**src/rtl/muldiv_ctrl.sv**
```systemverilog
// Multi-cycle RV32M multiply/divide sequencer: shift-add multiply and restoring divide.
// Optional macro MULDIV_ZERO_SKIP_EN bypasses CALC for zero multiply operands or a zero divisor.
module muldiv_ctrl #(
    parameter int XLEN = 32
) (
    input  logic            clk,
    input  logic            rst,
    input  logic            start,
    input  logic [2:0]      op,
    input  logic [XLEN-1:0] opa,
    input  logic [XLEN-1:0] opb,
    input  logic            flush,
    output logic            busy,
    output logic            stallreq,
    output logic            done,
    output logic [XLEN-1:0] result
);

    typedef enum logic [1:0] {
        S_IDLE = 2'd0,
        S_CALC = 2'd1,
        S_FIX  = 2'd2,
        S_DONE = 2'd3
    } state_t;

    localparam logic [5:0] LAST_STEP = 6'(XLEN - 1);

    state_t              state_r;
    state_t              state_s;
    logic [5:0]          cnt_r;
    logic [2*XLEN-1:0]   acc_r;
    logic [XLEN-1:0]     opr_r;
    logic [2:0]          op_r;
    logic                neg_res_r;
    logic                neg_rem_r;
    logic [XLEN-1:0]     result_r;

    logic                sa_s;
    logic                sb_s;
    logic                b_zero_s;
    logic [XLEN-1:0]     mag_a_s;
    logic [XLEN-1:0]     mag_b_s;
    logic                neg_res_s;
    logic                neg_rem_s;
    logic [2*XLEN-1:0]   acc_init_s;
    logic [XLEN-1:0]     opr_init_s;
    logic                skip_s;

    logic [XLEN:0]       mul_sum_s;
    logic [XLEN:0]       rem_ext_s;
    logic [XLEN+1:0]     diff_s;
    logic [2*XLEN-1:0]   acc_step_s;

    logic [2*XLEN-1:0]   prod_s;
    logic [XLEN-1:0]     quot_s;
    logic [XLEN-1:0]     rem_s;
    logic [XLEN-1:0]     fix_sel_s;

    function automatic logic [XLEN-1:0] cneg(input logic [XLEN-1:0] v, input logic en);
        if (en) begin
            cneg = ~v + {{(XLEN-1){1'b0}}, 1'b1};
        end else begin
            cneg = v;
        end
    endfunction

    // Operand decode at issue: magnitudes, result signs and accumulator preload.
    always_comb begin
        sa_s = 1'b0;
        sb_s = 1'b0;
        case (op)
            3'd1, 3'd4, 3'd6: begin
                sa_s = opa[XLEN-1];
                sb_s = opb[XLEN-1];
            end
            3'd2:    sa_s = opa[XLEN-1];
            default: sa_s = 1'b0;
        endcase
        mag_a_s  = cneg(opa, sa_s);
        mag_b_s  = cneg(opb, sb_s);
        b_zero_s = (opb == {XLEN{1'b0}});
        // A zero divisor keeps the quotient positive so the raw all-ones quotient survives FIX.
        if (op[2]) begin
            neg_res_s  = (sa_s ^ sb_s) & ~b_zero_s;
            neg_rem_s  = sa_s;
            acc_init_s = {{XLEN{1'b0}}, mag_a_s};
            opr_init_s = mag_b_s;
        end else begin
            neg_res_s  = sa_s ^ sb_s;
            neg_rem_s  = 1'b0;
            acc_init_s = {{XLEN{1'b0}}, mag_b_s};
            opr_init_s = mag_a_s;
        end
        skip_s = 1'b0;
`ifdef MULDIV_ZERO_SKIP_EN
        if (op[2]) begin
            if (b_zero_s) begin
                skip_s     = 1'b1;
                acc_init_s = {mag_a_s, {XLEN{1'b1}}};
            end else begin
                skip_s = 1'b0;
            end
        end else if ((opa == {XLEN{1'b0}}) || b_zero_s) begin
            skip_s     = 1'b1;
            acc_init_s = {(2*XLEN){1'b0}};
        end else begin
            skip_s = 1'b0;
        end
`endif
    end

    // One iteration of shift-add multiply or restoring divide.
    always_comb begin
        mul_sum_s = {1'b0, acc_r[2*XLEN-1:XLEN]} +
                    (acc_r[0] ? {1'b0, opr_r} : {(XLEN+1){1'b0}});
        rem_ext_s = acc_r[2*XLEN-1:XLEN-1];
        diff_s    = {1'b0, rem_ext_s} - {2'b00, opr_r};
        if (op_r[2]) begin
            if (diff_s[XLEN+1]) begin
                acc_step_s = {rem_ext_s[XLEN-1:0], acc_r[XLEN-2:0], 1'b0};
            end else begin
                acc_step_s = {diff_s[XLEN-1:0], acc_r[XLEN-2:0], 1'b1};
            end
        end else begin
            acc_step_s = {mul_sum_s, acc_r[XLEN-1:1]};
        end
    end

    // Sign fix-up and result selection.
    always_comb begin
        if (neg_res_r) begin
            prod_s = ~acc_r + {{(2*XLEN-1){1'b0}}, 1'b1};
        end else begin
            prod_s = acc_r;
        end
        quot_s = cneg(acc_r[XLEN-1:0], neg_res_r);
        rem_s  = cneg(acc_r[2*XLEN-1:XLEN], neg_rem_r);
        case (op_r)
            3'd0:             fix_sel_s = prod_s[XLEN-1:0];
            3'd1, 3'd2, 3'd3: fix_sel_s = prod_s[2*XLEN-1:XLEN];
            3'd4, 3'd5:       fix_sel_s = quot_s;
            default:          fix_sel_s = rem_s;
        endcase
    end

    // State register.
    always_ff @(posedge clk or negedge rst) begin
        if (!rst) begin
            state_r <= S_IDLE;
        end else begin
            state_r <= state_s;
        end
    end

    // Next-state logic; flush wins over everything.
    always_comb begin
        state_s = state_r;
        if (flush) begin
            state_s = S_IDLE;
        end else begin
            case (state_r)
                S_IDLE: begin
                    if (start) begin
                        state_s = skip_s ? S_FIX : S_CALC;
                    end else begin
                        state_s = S_IDLE;
                    end
                end
                S_CALC: begin
                    if (cnt_r == LAST_STEP) begin
                        state_s = S_FIX;
                    end else begin
                        state_s = S_CALC;
                    end
                end
                S_FIX:   state_s = S_DONE;
                S_DONE:  state_s = S_IDLE;
                default: state_s = S_IDLE;
            endcase
        end
    end

    // Output decode.
    always_comb begin
        busy     = (state_r != S_IDLE);
        done     = (state_r == S_DONE);
        stallreq = ((state_r == S_IDLE) && start && !flush) ||
                   (state_r == S_CALC) || (state_r == S_FIX);
    end

    // Datapath registers: operand latch, iteration and result capture.
    always_ff @(posedge clk or negedge rst) begin
        if (!rst) begin
            cnt_r     <= 6'd0;
            acc_r     <= {(2*XLEN){1'b0}};
            opr_r     <= {XLEN{1'b0}};
            op_r      <= 3'd0;
            neg_res_r <= 1'b0;
            neg_rem_r <= 1'b0;
            result_r  <= {XLEN{1'b0}};
        end else begin
            case (state_r)
                S_IDLE: begin
                    if (start && !flush) begin
                        op_r      <= op;
                        acc_r     <= acc_init_s;
                        opr_r     <= opr_init_s;
                        neg_res_r <= neg_res_s;
                        neg_rem_r <= neg_rem_s;
                        cnt_r     <= 6'd0;
                    end
                end
                S_CALC: begin
                    if (!flush) begin
                        acc_r <= acc_step_s;
                        cnt_r <= cnt_r + 6'd1;
                    end
                end
                S_FIX: begin
                    if (!flush) begin
                        result_r <= fix_sel_s;
                    end
                end
                default: ;
            endcase
        end
    end

    assign result = result_r;

endmodule

```
**config.mk**
```make
export PLATFORM = sky130hd
export DESIGN_NAME = muldiv_ctrl
export DESIGN_NICKNAME = d
export VERILOG_FILES = /design/src/rtl/muldiv_ctrl.sv
export SDC_FILE = /design/constraint.sdc
export NUM_CORES = 1
export LEC_CHECK = 0
export ABC_AREA = 1
export CORE_UTILIZATION = 30
export DETAILED_ROUTE_END_ITERATION = 16
export PLACE_DENSITY_LB_ADDON = 0.1
export SLEW_MARGIN = 15
export SYNTH_ARGS = -nofsm -noshare
export SYNTH_HDL_FRONTEND = slang
export SYNTH_SLANG_ARGS = --single-unit
```
**constraint.sdc**
```tcl
create_clock -name clk -period 6.19 [get_ports clk]
set_input_delay 1.857 -clock clk [delete_from_list [all_inputs] [get_ports clk]]
set_output_delay 1.857 -clock clk [all_outputs]
set_load 0.02 [all_outputs]
```
# After elaboration in Yosys (flattened, before gate mapping)
# Index checks and enable logic that the tools add are counted.
totals:
  reg_bits: 141
  in_bits: 71
  word_cells: 83
classes:
  add_sub_neg: 8
  n_eq_ne: 15
  mux: 25
  bitwise: 9
  reduce_logical: 18
ops:
  columns: ["op", "count"]
  rows:
  - ["$mux W64", 5]
  - ["$mux W32", 7]
  - ["$add A32 B1 Y32 const B", 4]
  - ["$not A32 Y32", 4]
  - ["$pmux W64 S2", 1]
  - ["$pmux W32 S3", 1]
  - ["$add A64 B1 Y64 const B", 1]
  - ["$not A64 Y64", 1]
  - ["$sub A33 B32 Y34", 1]
  - ["$add A32 B32 Y33", 1]
  - ["$logic_not A32 Y1", 1]
  - ["$eq A3 B3 Y1 const B", 4]
  - ["$mux W6", 2]
  - ["$pmux W6 S2", 1]
  - ["$eq A3 B2 Y1 const B", 3]
  - ["$pmux W2 S4", 1]
  - ["$add A6 B1 Y6 const B", 1]
  - ["$eq A3 B1 Y1 const B", 2]
  - ["$eq A6 B5 Y1 const B", 1]
  - ["$reduce_or A3 Y1", 2]
  - ["$mux W1", 5]
  - ["$eq A2 B2 Y1 const B", 2]
  - ["$mux W2", 2]
  - ["$reduce_and A2 Y1", 2]
  - ["15 further kinds", 20]

# Depth between registers and ports, before layout
# Gate-level depths: netlist (run 1).
depth:
  depth_word: 7
  ltp_mapped: 20
  mapped_depth_nobuf: 18

# Least setup slack after synthesis (run 1)
# No wires, ideal clock.
synth_timing:
  path_type: "in2out"
  start: "input start"
  end: "output stallreq"
  arrival_ns: 2.669
  t_required_ns: 4.333
  path_slack_ns: 1.664
  stages: 5
  path_buffers: 1
  path_cell_list: "nand3_1 nor2_4 inv_2 clkbuf_1 nand3_1"
synth_between:
  elab_chain_cells: 4
synth_lines:
  columns: ["item", "line", "text"]
  rows:
  - ["start: declaration", "8", "input logic start,"]
  - ["$logic_and A1 B1 Y1 (2 in a row)", "187", "stallreq = ((state_r == S_IDLE) && start && !flush) ||"]
  - ["$logic_or A1 B1 Y1", "187", null]
  - ["$logic_or A1 B1 Y1", "188", "(state_r == S_CALC) || (state_r == S_FIX);"]
  - ["end: declaration", "14", "output logic stallreq,"]
# Every way passes these cells.

# Worst setup path after layout (run 1)
layout_timing:
  start: "input flush"
  end: "output stallreq"
layout_between:
  elab_chain_cells: 4
layout_lines:
  columns: ["item", "line", "text"]
  rows:
  - ["start: declaration", "12", "input logic flush,"]
  - ["$logic_not A1 Y1", null, null]
  - ["$logic_and A1 B1 Y1", "187", null]
  - ["$logic_or A1 B1 Y1", "187", null]
  - ["$logic_or A1 B1 Y1", "188", null]
# Every way passes these cells.

==> results.toml, run 1 <==
[run_status]
status = "finished, final reports clean"

[clock_network]
cts-buffers-inserted = 17
cts_setup_buffers = 0
htreeDepth = 4
clk_path_buf_depth = 2
cts_resized = 0
cts_root_buffer = "clkbuf_16"
cts.reportedPaths.clkPinSlew_ns = 0.06
ctsHoldBuffers = 0
clk_latency_ns = 0.50
cts.sinks = 141
cts_tree = "done"

[power]
p_leak_nw = 10.42
power.density_nw_per_um2 = 384.0
power_mw = 7.731
ir_drop_v = 0.0002741

[grt]
antenna_found_initial = 2
grt_pass1_vias = 19632
grt_pass1_wl_um = 129700
overflow = 0
grt_max_degree = 90
grt_use_total_pct = 29.25

[synth]
synth_area_leaders = "nand2_1, dfrtp_1, inv_1"
synth_top_area_share_pct = 20.76
synthesis.nets = 3341
yosysTopAreaCell = "nand2_1"
syn_inst = 3199
ys_async_sr_fraction_pct = 100.0
ys_ff_latch = 141
syn_area_um2 = 17790
yosysWarnings = 0
avgSynthCellArea_um2 = 5.561
synth_cell_type_count = 54
yosysMostFrequentCell = "nand2_1"
synth_ff_type = "dfrtp_1"
synth-seq-area-share_pct = 19.84
synth_commonest_cells = "nand2_1, inv_1, nand3_1"
synth_edf_count = 0

[worst_setup_path]
endpoint_kind = "output pin"
worst-setup-path-type = "in2out"
required_ns = 4.33
worstPathMaxFanout = 4
start_kind = "input pin"
crit_arrival_ns = 3.29
r2r_end = "result[1]"
r2r_cells = 6
endpoint = "stallreq"
worstReg2RegStart = "neg_res_r"
rrSetupSlack_ns = 2.72
worstSetupStartpoint = "flush"

[sta]
hold_violations = 0
rsz0062_at_grt = "false"
timing.fmax_mhz = 194.5
drv_slew = 0
worst_pin_slew_ns = 1.170
finalCriticalPeriod_ns = 5.142
max_slew_margin_pct = 21.89
final.setup.tns_ns = 0
skew_ns = 0.01106
finalSetupViolCount = 0
period_share_pct = 83.07

[cells_and_area]
fillers = 6706
drive_above_1_share_pct = 4.419
postLayoutCoreUtil_pct = 34.63
final_nets = 3389
multi_input_area_um2 = 11910
area.sequential_um2 = 3531
areaGrowthSynthToFinish_pct = 13.18
finalNonFillerCells = 4025

[placement]
gp_congestion = 0.9788
io_buffer_count = 105
place_hpwl_um = 71190
dp_cells = 3993

[route]
routed_wl_um = 87720
antenna_left = 0
routedWlPerCell_um = 21.79
drtIter0Drc = 1952
drc = 0
dr.pass1.iters = 6
num_vias = 21184
viasPerCell = 5.263

[min_path]
hold-path-cell-count = 2
hold_path.class = "reg2reg"

[die]
fp.dieW_um = 245.5
coreArea_um2 = 58140
die_y_um = 245.5
io_pins = 106
initial_utilization_pct = 30.60
row_count = 88
die_area_um2 = 60270

[flow_run]
drv_cap = 0
critical path, cell delays in order:
cell             delay, ns
clkdlybuf4s50_1       0.55
nor2_4                0.17
inv_2                 0.04
nand3_1               0.06
clkdlybuf4s50_1       0.61
worst min-delay path by stage:
stage / startpoint / end / slack [ns]
floorplan: opr_r[29] / opr_r[29] / 0.47
global placement: result[18] / result[18] / 0.47
detailed placement: result[18] / result[18] / 0.47
CTS: result[18] / result[18] / 0.49
global route: result[18] / result[18] / 0.52
finish: result[9] / result[9] / 0.48
metrics by stage:
step           setup slack, ns  hold WS [ns]  area, µm²
2_1_floorplan            1.664        0.4730      17790
3_3_place_gp             1.020        0.4699      19550
3_5_place_dp             1.047        0.4694      19550
4_1_cts                  1.041        0.4879      20130
5_1_grt                  1.001        0.5180      20130
6_report                 1.048        0.4811      20130
final cells by class:
cell class | count | share of cell area [%]
clock inverters | 8 | 0.5282
multi-input cells | 2450 | 59.18
diodes | 1 | 0.01243
flip-flops and latches | 141 | 17.54
well taps | 765 | 4.754
inverters | 510 | 9.508
clock buffers | 23 | 2.374
repair buffers | 127 | 6.109
report_power, final:
part           leakage [nW]  switching, mW  total [mW]  internal (mW)
clock network         0.280          0.465        1.09          0.623
logic                  8.41           3.51        5.00           1.49
registers              1.73          0.513        1.64           1.13
total                  10.4           4.49        7.73           3.24
cells in the final DEF (no fill, tap or decap), types with 47 or more instances in the layout:
| cell type | count |
|---|---|
| inv_1 | 492 |
| nand4_1 | 57 |
| a21oi_1 | 180 |
| clkdlybuf4s50_1 | 104 |
| o21ai_0 | 153 |
| nor3_1 | 47 |
| dfrtp_1 | 139 |
| nor2_1 | 337 |
| nand2_1 | 984 |
| nand3_1 | 369 |
| ha_1 | 69 |
sequential cells by signal (all words and copies together) (netlist names):
signal	count
cnt_r	6
acc_r	64
neg_res_r	1
result	32
neg_rem_r	1
opr_r	32
state_r	2
op_r	3
layer usage:
layer | GRT usage [%] | up-vias | wire length [µm]
li1 | - | 10361 | -
met3 | 3.863 | 103 | 5466
met4 | 13.50 | 0 | 3874
met1 | 41.15 | 9965 | 40760
met2 | 43.95 | 755 | 37620
met5 | 0 | - | 0
kinds of logic (layout without fill, tap and decap cells):
family | Yosys count | count (layout) | share of synthesized area (%)
AO/OA/AOI/OAI | 451 | 451 | 14.38
AND/OR/NAND/NOR | 1880 | 1880 | 45.07
buffers and inverters | 608 | 668 | 13.28
other | 0 | 1 | 0
flip-flops | 141 | 141 | 19.84
adder cells (fa/ha/maj) | 71 | 71 | 5.078
XOR/XNOR | 48 | 48 | 2.363
Power figures use the tool's default switching activity.
==> inputs of run 2 (changes only) <==
==> constraint.sdc (replaced) <==
create_clock -name clk -period 5 [get_ports clk]
set_input_delay 1.5 -clock clk [delete_from_list [all_inputs] [get_ports clk]]
set_output_delay 1.5 -clock clk [all_outputs]
set_load 0.02 [all_outputs]
==> run 2 against run 1 <==
Net effect:
- wire length grew 0.27%
- highest routed layer unchanged
- hold slack improved by 0.0071 ns
- clock power increased by 39%
- critical path type unchanged
- flip-flop and latch count is the same
==> results.toml, run 2 (same netlist as run 1, synthesis figures left out) <==
[route]
viasPerCell = 5.291
num_vias = 21351
routedWlPerCell_um = 21.80
dr.pass1.iters = 6
drc = 0
drtIter0Drc = 2148
antenna_left = 0
routed_wl_um = 87960

[clock_network]
cts.reportedPaths.clkPinSlew_ns = 0.07
cts_root_buffer = "clkbuf_16"
htreeDepth = 4
cts-buffers-inserted = 17
clk_latency_ns = 0.49
cts.sinks = 141
cts_resized = 0
ctsHoldBuffers = 0
cts_tree = "done"
cts_setup_buffers = 0
clk_path_buf_depth = 2

[sta]
hold_violations = 0
final.setup.tns_ns = 0
period_share_pct = 88.95
timing.fmax_mhz = 224.8
worst_pin_slew_ns = 1.003
drv_slew = 0
finalCriticalPeriod_ns = 4.448
max_slew_margin_pct = 33.14
finalSetupViolCount = 0
skew_ns = 0.01504
rsz0062_at_grt = "false"

[die]
row_count = 88
coreArea_um2 = 58140
io_pins = 106
fp.dieW_um = 245.5
initial_utilization_pct = 30.60
die_area_um2 = 60270
die_y_um = 245.5

[grt]
grt_pass1_vias = 20160
grt_pass1_wl_um = 130400
grt_max_degree = 97
grt_use_total_pct = 29.34
overflow = 0
antenna_found_initial = 1

[worst_setup_path]
worstPathMaxFanout = 2
start_kind = "input pin"
worst-setup-path-type = "in2out"
crit_arrival_ns = 2.95
required_ns = 3.50
endpoint_kind = "output pin"

[cells_and_area]
drive_above_1_share_pct = 4.862
layout_common_cells = "nand2_1, inv_1, nand3_1, nor2_1, a21oi_1"
final_common_cell = "nand2_1"
final_nets = 3399
multi_input_area_um2 = 11910
area.sequential_um2 = 3532
largest_register = "acc_r"
n_antenna_cell = 0
largest_register_ffs = 64
fillers = 6642
areaGrowthSynthToFinish_pct = 13.99

[flow_run]
drv_cap = 0

[power]
ir_drop_v = 0.0003277
p_leak_nw = 10.50
power.density_nw_per_um2 = 483.0
power_mw = 9.793

[placement]
place_hpwl_um = 71650
gp_congestion = 0.9917
io_buffer_count = 105

[run_status]
status = "finished, final reports clean"

[min_path]
hold_path.class = "reg2reg"
run 2: changes by cell type in the layout (fill, tap and decap cells not counted), sizes merged:
| cell | delta |
|---|---|
| buf | +10 |
| inv | +3 |
| clkbuf | -4 |
| diode | -1 |
| bufinv | +2 |
run 2: metal layers:
metal / part of all wire [%] / GRT usage (%) / vias up
li1: - / - / 10373
met1: 47 / 41.31 / 10072
met2: 43 / 44.67 / 773
met3: 5.7 / 3.274 / 133
met4: 4.4 / 13.15 / 0
met5: 0 / 0 / -
run 2: path summary, 6_finish.rpt:
check,depth (start not counted),endpoint,slack [ns],startpoint
min in group asynchronous,1,result[2],0.95,rst
setup reg to reg,17,acc_r[59],1.47,acc_r[0]
max in group asynchronous,2,acc_r[60],3.08,rst
hold reg to reg,2,result[24],0.49,result[24]
setup / recovery,6,stallreq,0.55,start
hold / removal,2,result[24],0.49,result[24]
run 2: area by class of cell:
class,instances,share of cell area (%)
Clock buffer,19,2.234
Clock inverter,13,0.9935
Inverter,510,9.441
Multi-Input combinational cell,2450,58.76
Sequential cell,141,17.42
Tap cell,765,4.720
Timing Repair Buffer,137,6.436
run 2: report_power, final:
group	switching, mW	internal, mW	total [mW]
Combinational	4.43	1.86	6.29
Clock	0.639	0.874	1.51
Sequential	0.591	1.40	1.99
run 2: worst max-delay path, stage by stage:
cell,delay [ns]
clkdlybuf4s50_1,0.47
nand3_1,0.14
nor2_4,0.12
inv_2,0.04
nand3_1,0.07
clkdlybuf4s50_1,0.61
run 2: through the flow:
step / worst slack, ns / hold slack, ns / cells / cell area (µm²) / util, %
2_1_floorplan: 1.188 / 0.4730 / 3199 / 17790 / -
3_3_place_gp: 0.5661 / 0.4689 / 4003 / 19620 / 33.75
3_5_place_dp: 0.5504 / 0.4718 / 4003 / 19620 / 33.75
4_1_cts: 0.5445 / 0.4919 / 4035 / 20280 / 34.88
5_1_grt: 0.4818 / 0.5206 / 4035 / 20280 / 34.88
6_report: 0.5523 / 0.4882 / 4035 / 20280 / 34.88
==> inputs of run 3 (changes only) <==
--- a/config.mk
+++ b/config.mk
@@ -6,6 +6,7 @@
 export NUM_CORES = 1
 export LEC_CHECK = 0
 export ABC_AREA = 1
+export CAP_MARGIN = 20
 export CORE_UTILIZATION = 30
 export DETAILED_ROUTE_END_ITERATION = 16
 export PLACE_DENSITY_LB_ADDON = 0.1
==> results of run 3 <==
Final layout, timing and power as in run 2 (identical DEF).
